$ cat src/rtl/control_unit.sv
// Timestep sequencer for the 4-bit shared-bus datapath.
// Accepts one instruction per handshake and walks T0..T3 driving bus strobes.
module control_unit #(
  parameter int DATA_W = 4
) (
  input  logic              clk,
  input  logic              rst,
  input  logic              instr_valid,
  input  logic [3:0]        instr,
  input  logic [DATA_W-1:0] imm,
  output logic              instr_ready,
  output logic [DATA_W-1:0] ext_data,
  output logic              ExtOut,
  output logic              R0in,
  output logic              R0out,
  output logic              R1in,
  output logic              R1out,
  output logic              Ain,
  output logic              Gin,
  output logic              Gout,
  output logic              AddSub,
  output logic              done
);

  typedef enum logic [1:0] {
    T0 = 2'd0,
    T1 = 2'd1,
    T2 = 2'd2,
    T3 = 2'd3
  } state_t;

  localparam logic [1:0] OP_MV = 2'b00;
  localparam logic [1:0] OP_LD = 2'b01;

  state_t            state;
  logic [1:0]        op;
  logic              rx;
  logic              ry;
  logic [DATA_W-1:0] imm_q;

  logic rx_in;
  logic rx_out;
  logic ry_out;

  always_ff @(posedge clk or negedge rst) begin
    if (!rst) begin
      state <= T0;
      op    <= 2'b00;
      rx    <= 1'b0;
      ry    <= 1'b0;
      imm_q <= '0;
    end else begin
      unique case (state)
        T0: begin
          if (instr_valid) begin
            op    <= instr[3:2];
            rx    <= instr[1];
            ry    <= instr[0];
            imm_q <= imm;
            state <= T1;
          end
        end
        T1: state <= op[1] ? T2 : T0;
        T2: state <= T3;
        T3: state <= T0;
        default: state <= T0;
      endcase
    end
  end

  assign instr_ready = rst & (state == T0);
  assign ext_data    = imm_q;

  // Strobes depend only on registered state and latched fields.
  always_comb begin
    rx_in  = 1'b0;
    rx_out = 1'b0;
    ry_out = 1'b0;
    ExtOut = 1'b0;
    Ain    = 1'b0;
    Gin    = 1'b0;
    Gout   = 1'b0;
    AddSub = 1'b0;
    done   = 1'b0;
    unique case (1'b1)
      (state == T1) && (op == OP_MV): begin
        ry_out = 1'b1;
        rx_in  = 1'b1;
        done   = 1'b1;
      end
      (state == T1) && (op == OP_LD): begin
        ExtOut = 1'b1;
        rx_in  = 1'b1;
        done   = 1'b1;
      end
      (state == T1) && op[1]: begin
        rx_out = 1'b1;
        Ain    = 1'b1;
      end
      (state == T2): begin
        ry_out = 1'b1;
        Gin    = 1'b1;
        AddSub = op[0];
      end
      (state == T3): begin
        Gout  = 1'b1;
        rx_in = 1'b1;
        done  = 1'b1;
      end
      default: ;
    endcase
  end

  assign R0in  = rx_in & ~rx;
  assign R1in  = rx_in & rx;
  assign R0out = (rx_out & ~rx) | (ry_out & ~ry);
  assign R1out = (rx_out & rx) | (ry_out & ry);

endmodule

$ cat config.mk
export PLATFORM = sky130hd
export DESIGN_NAME = control_unit
export DESIGN_NICKNAME = d
export VERILOG_FILES = /design/src/rtl/control_unit.sv
export SDC_FILE = /design/constraint.sdc
export NUM_CORES = 1
export LEC_CHECK = 0
export BUFFER_PORTS_ARGS = -buffer_cell sky130_fd_sc_hd__buf_2
export CAP_MARGIN = 20
export CORE_AREA = 2 2 39 41
export CTS_CLUSTER_SIZE = 16
export DETAILED_ROUTE_END_ITERATION = 10
export DIE_AREA = 0 0 41 43
export PLACE_DENSITY = 0.75
export SLEW_MARGIN = 20
export SYNTH_ARGS = -nofsm -noshare
export SYNTH_HDL_FRONTEND = slang
export SYNTH_SLANG_ARGS = --single-unit
$ cat constraint.sdc
create_clock -name clk -period 2.4 [get_ports clk]
set_clock_uncertainty 0.05 [all_clocks]
set_input_delay 0.48 -clock clk [delete_from_list [all_inputs] [get_ports clk]]
set_output_delay 0.48 -clock clk [all_outputs]
set_load 0.02 [all_outputs]
# --- Word level (Yosys, flattened, before mapping) ---
# Index checks and enable logic that the tools add are counted.
totals:
  output_inout_bits: 15
  rom_bits: 0
  input_bits: 11
  memories: 0
  latchBits: 0
  ramBits: 0
  reg_bits: 10
  elab_cells: 39
classes:
  addsub: 0
  n_lt_le_gt_ge: 0
  eq_ne: 5
  reduce_logical: 8
  mux: 10
  div: 0
  n_shift: 0
  bitwise_logic: 11
  n_mul: 0
ops:
  columns: ["op", "count"]
  rows:
  - ["case mux 2 bit (4 select lines)", 1]
  - ["AND 1 bit", 7]
  - ["two-way mux 1 bit", 7]
  - ["== test 2 x 1 -> 1 bit (second input constant)", 2]
  - ["== test 2 bit (second input constant)", 2]
  - ["logical NOT 2 bit", 2]
  - ["two-way mux 2 bit", 2]
  - ["logical AND 1 bit", 3]
  - ["OR reduction 3 bit", 1]
  - ["!= test 2 bit (second input constant)", 1]
  - ["inverter 1 bit", 2]
  - ["OR 1 bit", 2]
  - ["AND reduction 2 bit", 1]
  - ["OR reduction 2 bit", 1]

# --- Longest topological paths before layout ---
depth:
  depth_word: 6
  depth_mapped: 3
  ltp_nobuf: 2

# --- Worst setup path after synthesis ---
# OpenSTA, ideal clock, no wires.
synth_timing:
  path_type: "flip-flop to output port"
  startpoint: "reg state[0]"
  endpoint: "out ExtOut"
  path_stages_with_launch: 3
  t_arrival_ns: 1.328
  required_time_ns: 1.870
  slack_ns: 0.542
  n_path_buf: 1
  cell_sequence: "dfrtp_1 > clkbuf_1 > nor4bb_1"
synth_via:
  elab_chain_cells: 3
synth_rtl:
  columns: ["item", "line_no", "source"]
  rows:
  - ["from (decl)", "35", "state_t state;"]
  - ["from (signal assigned)", "63", "T1: state <= op[1] ? T2 : T0;"]
  - ["== test 2 x 1 -> 1 bit", "91", "(state == T1) && (op == OP_LD): begin"]
  - ["logical AND 1 bit", "91", null]
  - ["two-way mux 1 bit", "85", "unique case (1'b1)"]
  - ["to (decl)", "13", "output logic ExtOut,"]
# No other way between the ends.

# --- Worst setup path after layout ---
layout_timing:
  startpoint: "reg state[0]"
  endpoint: "out R1out"
layout_via:
  elab_chain_cells: 6
  word_cells_on_any_way: 10
  classes_between: "eq/ne: 2; mux: 2; bitwise: 3; reduce/logical: 3"
layout_rtl:
  columns: ["item", "line_no", "source"]
  rows:
  - ["== test 2 x 1 -> 1 bit", "86, 96", null]
  - ["logical AND 1 bit", "86", "(state == T1) && (op == OP_MV): begin"]
  - ["OR reduction 2 bit (no source line)", null, null]
  - ["two-way mux 1 bit", "85", null]
  - ["AND 1 bit", "117", "assign R1out = (rx_out & rx) | (ry_out & ry);"]
  - ["OR 1 bit *", "117", null]
  - ["to (decl)", "17", "output logic R1out,"]
# Mark *: on every way between the ends. The rest lies on a longest branch, timed or not.

==> metrics.log <==
[metrics] global routing met2 resource utilization: between 10% and 20%
[metrics] CTS H-tree lvls: 1
[metrics] worst-case clock buffer depth: 2
[metrics] pre-CTS WS: 0.476 ns
[metrics] sum of routed wire length over all layers: around 1000 um
[metrics] Detail Placement HPWL: around 790 um
[metrics] vias in the first global route: 356
[metrics] fraction of the core area covered by cells at the end of the flow: 51.3%
[metrics] Vias per Instance: around 4.9
[metrics] met3 Track Usage GR: under 10%
[metrics] startpoint-to-endpoint class of the critical path: reg -> out
[metrics] outcome: complete, no violations
[metrics] total area of multi-input combinational cells: 274 sq um
[metrics] post-CTS setup repair buffer count: 0
[metrics] number of nets in the final layout: 81
[metrics] Yosys top cell by area: sky130_fd_sc_hd__dfrtp_1
[metrics] cell leakage power: between 0.3 and 0.4 nW
[metrics] Final Slew Violations: 0
[metrics] fin crit share: between 90% and 100%
[metrics] IO buf count: 25
[metrics] count of endpoints failing hold in the final timing report: 0
[metrics] Seq cells post-synth: 10
[metrics] ranking of synthesized cells by area: sky130_fd_sc_hd__dfrtp_1 (47%), sky130_fd_sc_hd__mux2_2 (17%), sky130_fd_sc_hd__o211ai_2 (4.7%)
[metrics] register-to-register setup slack: approximately 0.85 ns
[metrics] Die Area: 1760 sq um
[metrics] insertion delay to the later sink of the worst-skew pair: approximately 0.26 ns
[metrics] type of destination of the critical path: output pin
[metrics] met1 capacity usage during global routing: 16.3%
[metrics] 1st-iter DRT viols: 3
[metrics] number of placement rows: 14
[metrics] count of yosys warnings during synthesis: 0
[metrics] Worst-Margin Slew: 0.446 ns
[metrics] x dimension of the die: around 40 um
[metrics] first-pass GRT wire length: between 1.5 and 2 mm
[metrics] Antenna Cells: 0
[metrics] sequential-to-total area share from yosys stat: 46.6%
[metrics] fraction of layout instances using a drive strength above 1: 62.3%
[metrics] class of the most critical hold timing path: in -> async
[metrics] Distinct cells, synth: 22
[metrics] mean area per synthesized cell: around 13 sq um
[metrics] post-route ant nets: 0
[metrics] setup total negative slack: 0 ns
[metrics] tightest slew margin relative to the limit: 70.3%
[metrics] unrepaired setup endpoints after global routing: no
[metrics] Overflow after GRT: 0
[metrics] IO Count: 26
[metrics] Cells after Synth: 42
[metrics] number of nets produced by synthesis: 53
[metrics] Worst Slack Setup Final: 0.192 ns
[metrics] area added between synthesis and finish: 32.2%
[metrics] Post-Syn Area: about 540 sq um
[metrics] Max IR drop VDD: ~0.7 mV
[metrics] clock period minus worst slack: 2.21 ns
[metrics] CTS tree: yes
[metrics] register area: around 250 sq um
[metrics] buffer cell driving the clock tree root: sky130_fd_sc_hd__clkbuf_4
[metrics] post-CTS resize count: 0
[metrics] initial cell density of the core: between 30% and 40%
[metrics] total power of the final layout: 0.000992 W
[metrics] category of the worst setup path launch point: flop
[metrics] routed vias: 418
[metrics] worst-path maximum fanout: 15
[metrics] register clock-pin slew on the reported worst setup and hold paths: 0.06 ns
[metrics] Remaining DRCs: 0
[metrics] average wire length per cell after detail routing: ~12 um
[metrics] clock net sink count: 10
[metrics] aggregate global-route resource usage: ~13%
[metrics] fmax: about 0.45 GHz
[metrics] Die Span Y: between 40 and 50 um
[metrics] data arrival time of the worst path: roughly 1.7 ns
[metrics] total of max-cap violations: 0
[metrics] GRT busiest layer: met2
[metrics] maximum number of pins on one net before global-route repair: 16
[metrics] fill count: ~130
[metrics] count of final setup violators: 0
[metrics] Data required, critical path: 1.87 ns
[metrics] Final GP Congestion: between 0.6 and 0.7
[metrics] cts bufs inserted: 3
[metrics] length of the first detailed-routing pass in iterations: 2
[metrics] number of antenna violations at the first check in global routing: 0
[metrics] power per standard cell area: ~1400 nW/um^2
[metrics] core box area: about 1400 sq um
[metrics] Hold-fix buffers, CTS: 0
[metrics] Yosys top cell area share: a little under half
cells by family after synthesis:
group | Yosys count | share of synthesized area, %
AND/OR/NAND/NOR | 19 | 29.6
flip-flops | 10 | 46.6
multiplexers | 8 | 16.8
buffers and inverters | 3 | 2.33
AO/OA/AOI/OAI | 2 | 4.66
critical path, stage by stage (launching register included):
cell and delay (ns):
sky130_fd_sc_hd__dfrtp_1 0.57, sky130_fd_sc_hd__or4b_4 0.53, sky130_fd_sc_hd__o211ai_2 0.14, sky130_fd_sc_hd__buf_2 0.17
state kept, by name (all words and copies together), names as in the netlist, named ones only:
name      flops
state         1
ext_data      4
ry            1
op            2
rx            1
layout make-up:
cell class	instances	share of cell area, %
Multi-Input combinational cell	29	38.6
Timing Repair Buffer	25	17.6
Sequential cell	10	35.3
Tap cell	16	2.82
Clock buffer	4	5.11
Inverter	1	0.529
worst paths after layout:
| path | cells past startpoint | startpoint | endpoint |
|---|---|---|---|
| max in group asynchronous | 1 | rst | ext_data[1]$_DFFE_PN0P_ |
| setup / recovery | 3 | state[0]$_DFFE_PN0P_ | R1out |
| min in group clk | 2 | imm[3] | ext_data[3]$_DFFE_PN0P_ |
| hold reg to reg | 1 | ext_data[3]$_DFFE_PN0P_ | ext_data[3]$_DFFE_PN0P_ |
| setup reg to reg | 2 | state[0]$_DFFE_PN0P_ | ry$_DFFE_PN0P_ |
| hold / removal | 1 | rst | ext_data[3]$_DFFE_PN0P_ |
power breakdown:
group | leakage [nW] | total, W | internal, W | switching [W]
sequential | 0.118 | 0.000361 | 0.000252 | 0.000109
combinational | 0.226 | 0.000484 | 0.000232 | 0.000252
clock | 0.0210 | 0.000147 | 0.0000920 | 0.0000546
total | 0.366 | 0.000992 | 0.000576 | 0.000416
cells in the mapped netlist:
library cell	n
sky130_fd_sc_hd__dfrtp_1	10
sky130_fd_sc_hd__mux2_2	8
sky130_fd_sc_hd__and2_1	3
sky130_fd_sc_hd__nor2_1	2
sky130_fd_sc_hd__o211ai_2	2
sky130_fd_sc_hd__and2b_2	1
sky130_fd_sc_hd__and3_1	1
sky130_fd_sc_hd__and3b_1	1
sky130_fd_sc_hd__and3b_2	1
sky130_fd_sc_hd__clkbuf_1	1
sky130_fd_sc_hd__clkbuf_2	1
sky130_fd_sc_hd__inv_1	1
sky130_fd_sc_hd__nand2b_1	1
sky130_fd_sc_hd__nand3b_1	1
sky130_fd_sc_hd__nand4b_1	1
sky130_fd_sc_hd__nor3b_1	1
sky130_fd_sc_hd__nor3b_4	1
sky130_fd_sc_hd__nor4bb_1	1
sky130_fd_sc_hd__or2_1	1
sky130_fd_sc_hd__or3b_1	1
sky130_fd_sc_hd__or4b_4	1
sky130_fd_sc_hd__or4bb_1	1
per-stage QoR:
stage | hold slack (ns) | instance area (sq um) | std cells
4_1_cts | 0.0215 | 709 | 85
6_report | 0.0199 | 709 | 85
2_1_floorplan | 0.134 | 537 | 42
3_5_place_dp | 0.304 | 673 | 81
3_3_place_gp | 0.299 | 673 | 81
5_1_grt | 0.0281 | 709 | 85
routing by layer:
layer  up-vias  share of wire, %
met5         -                 0
met4         0               1.4
met3         2               8.0
met2        20                48
met1       191                42
li1        205                 -
cell usage in the layout (no fill, tap or decap), types with 2 or more instances in the layout:
cell type,instances
sky130_fd_sc_hd__clkbuf_4,3
sky130_fd_sc_hd__mux2_2,8
sky130_fd_sc_hd__dfrtp_1,10
sky130_fd_sc_hd__nor2_1,2
sky130_fd_sc_hd__buf_2,25
sky130_fd_sc_hd__o211ai_2,2
sky130_fd_sc_hd__and2_1,3
Power figures use the tool's default switching activity.
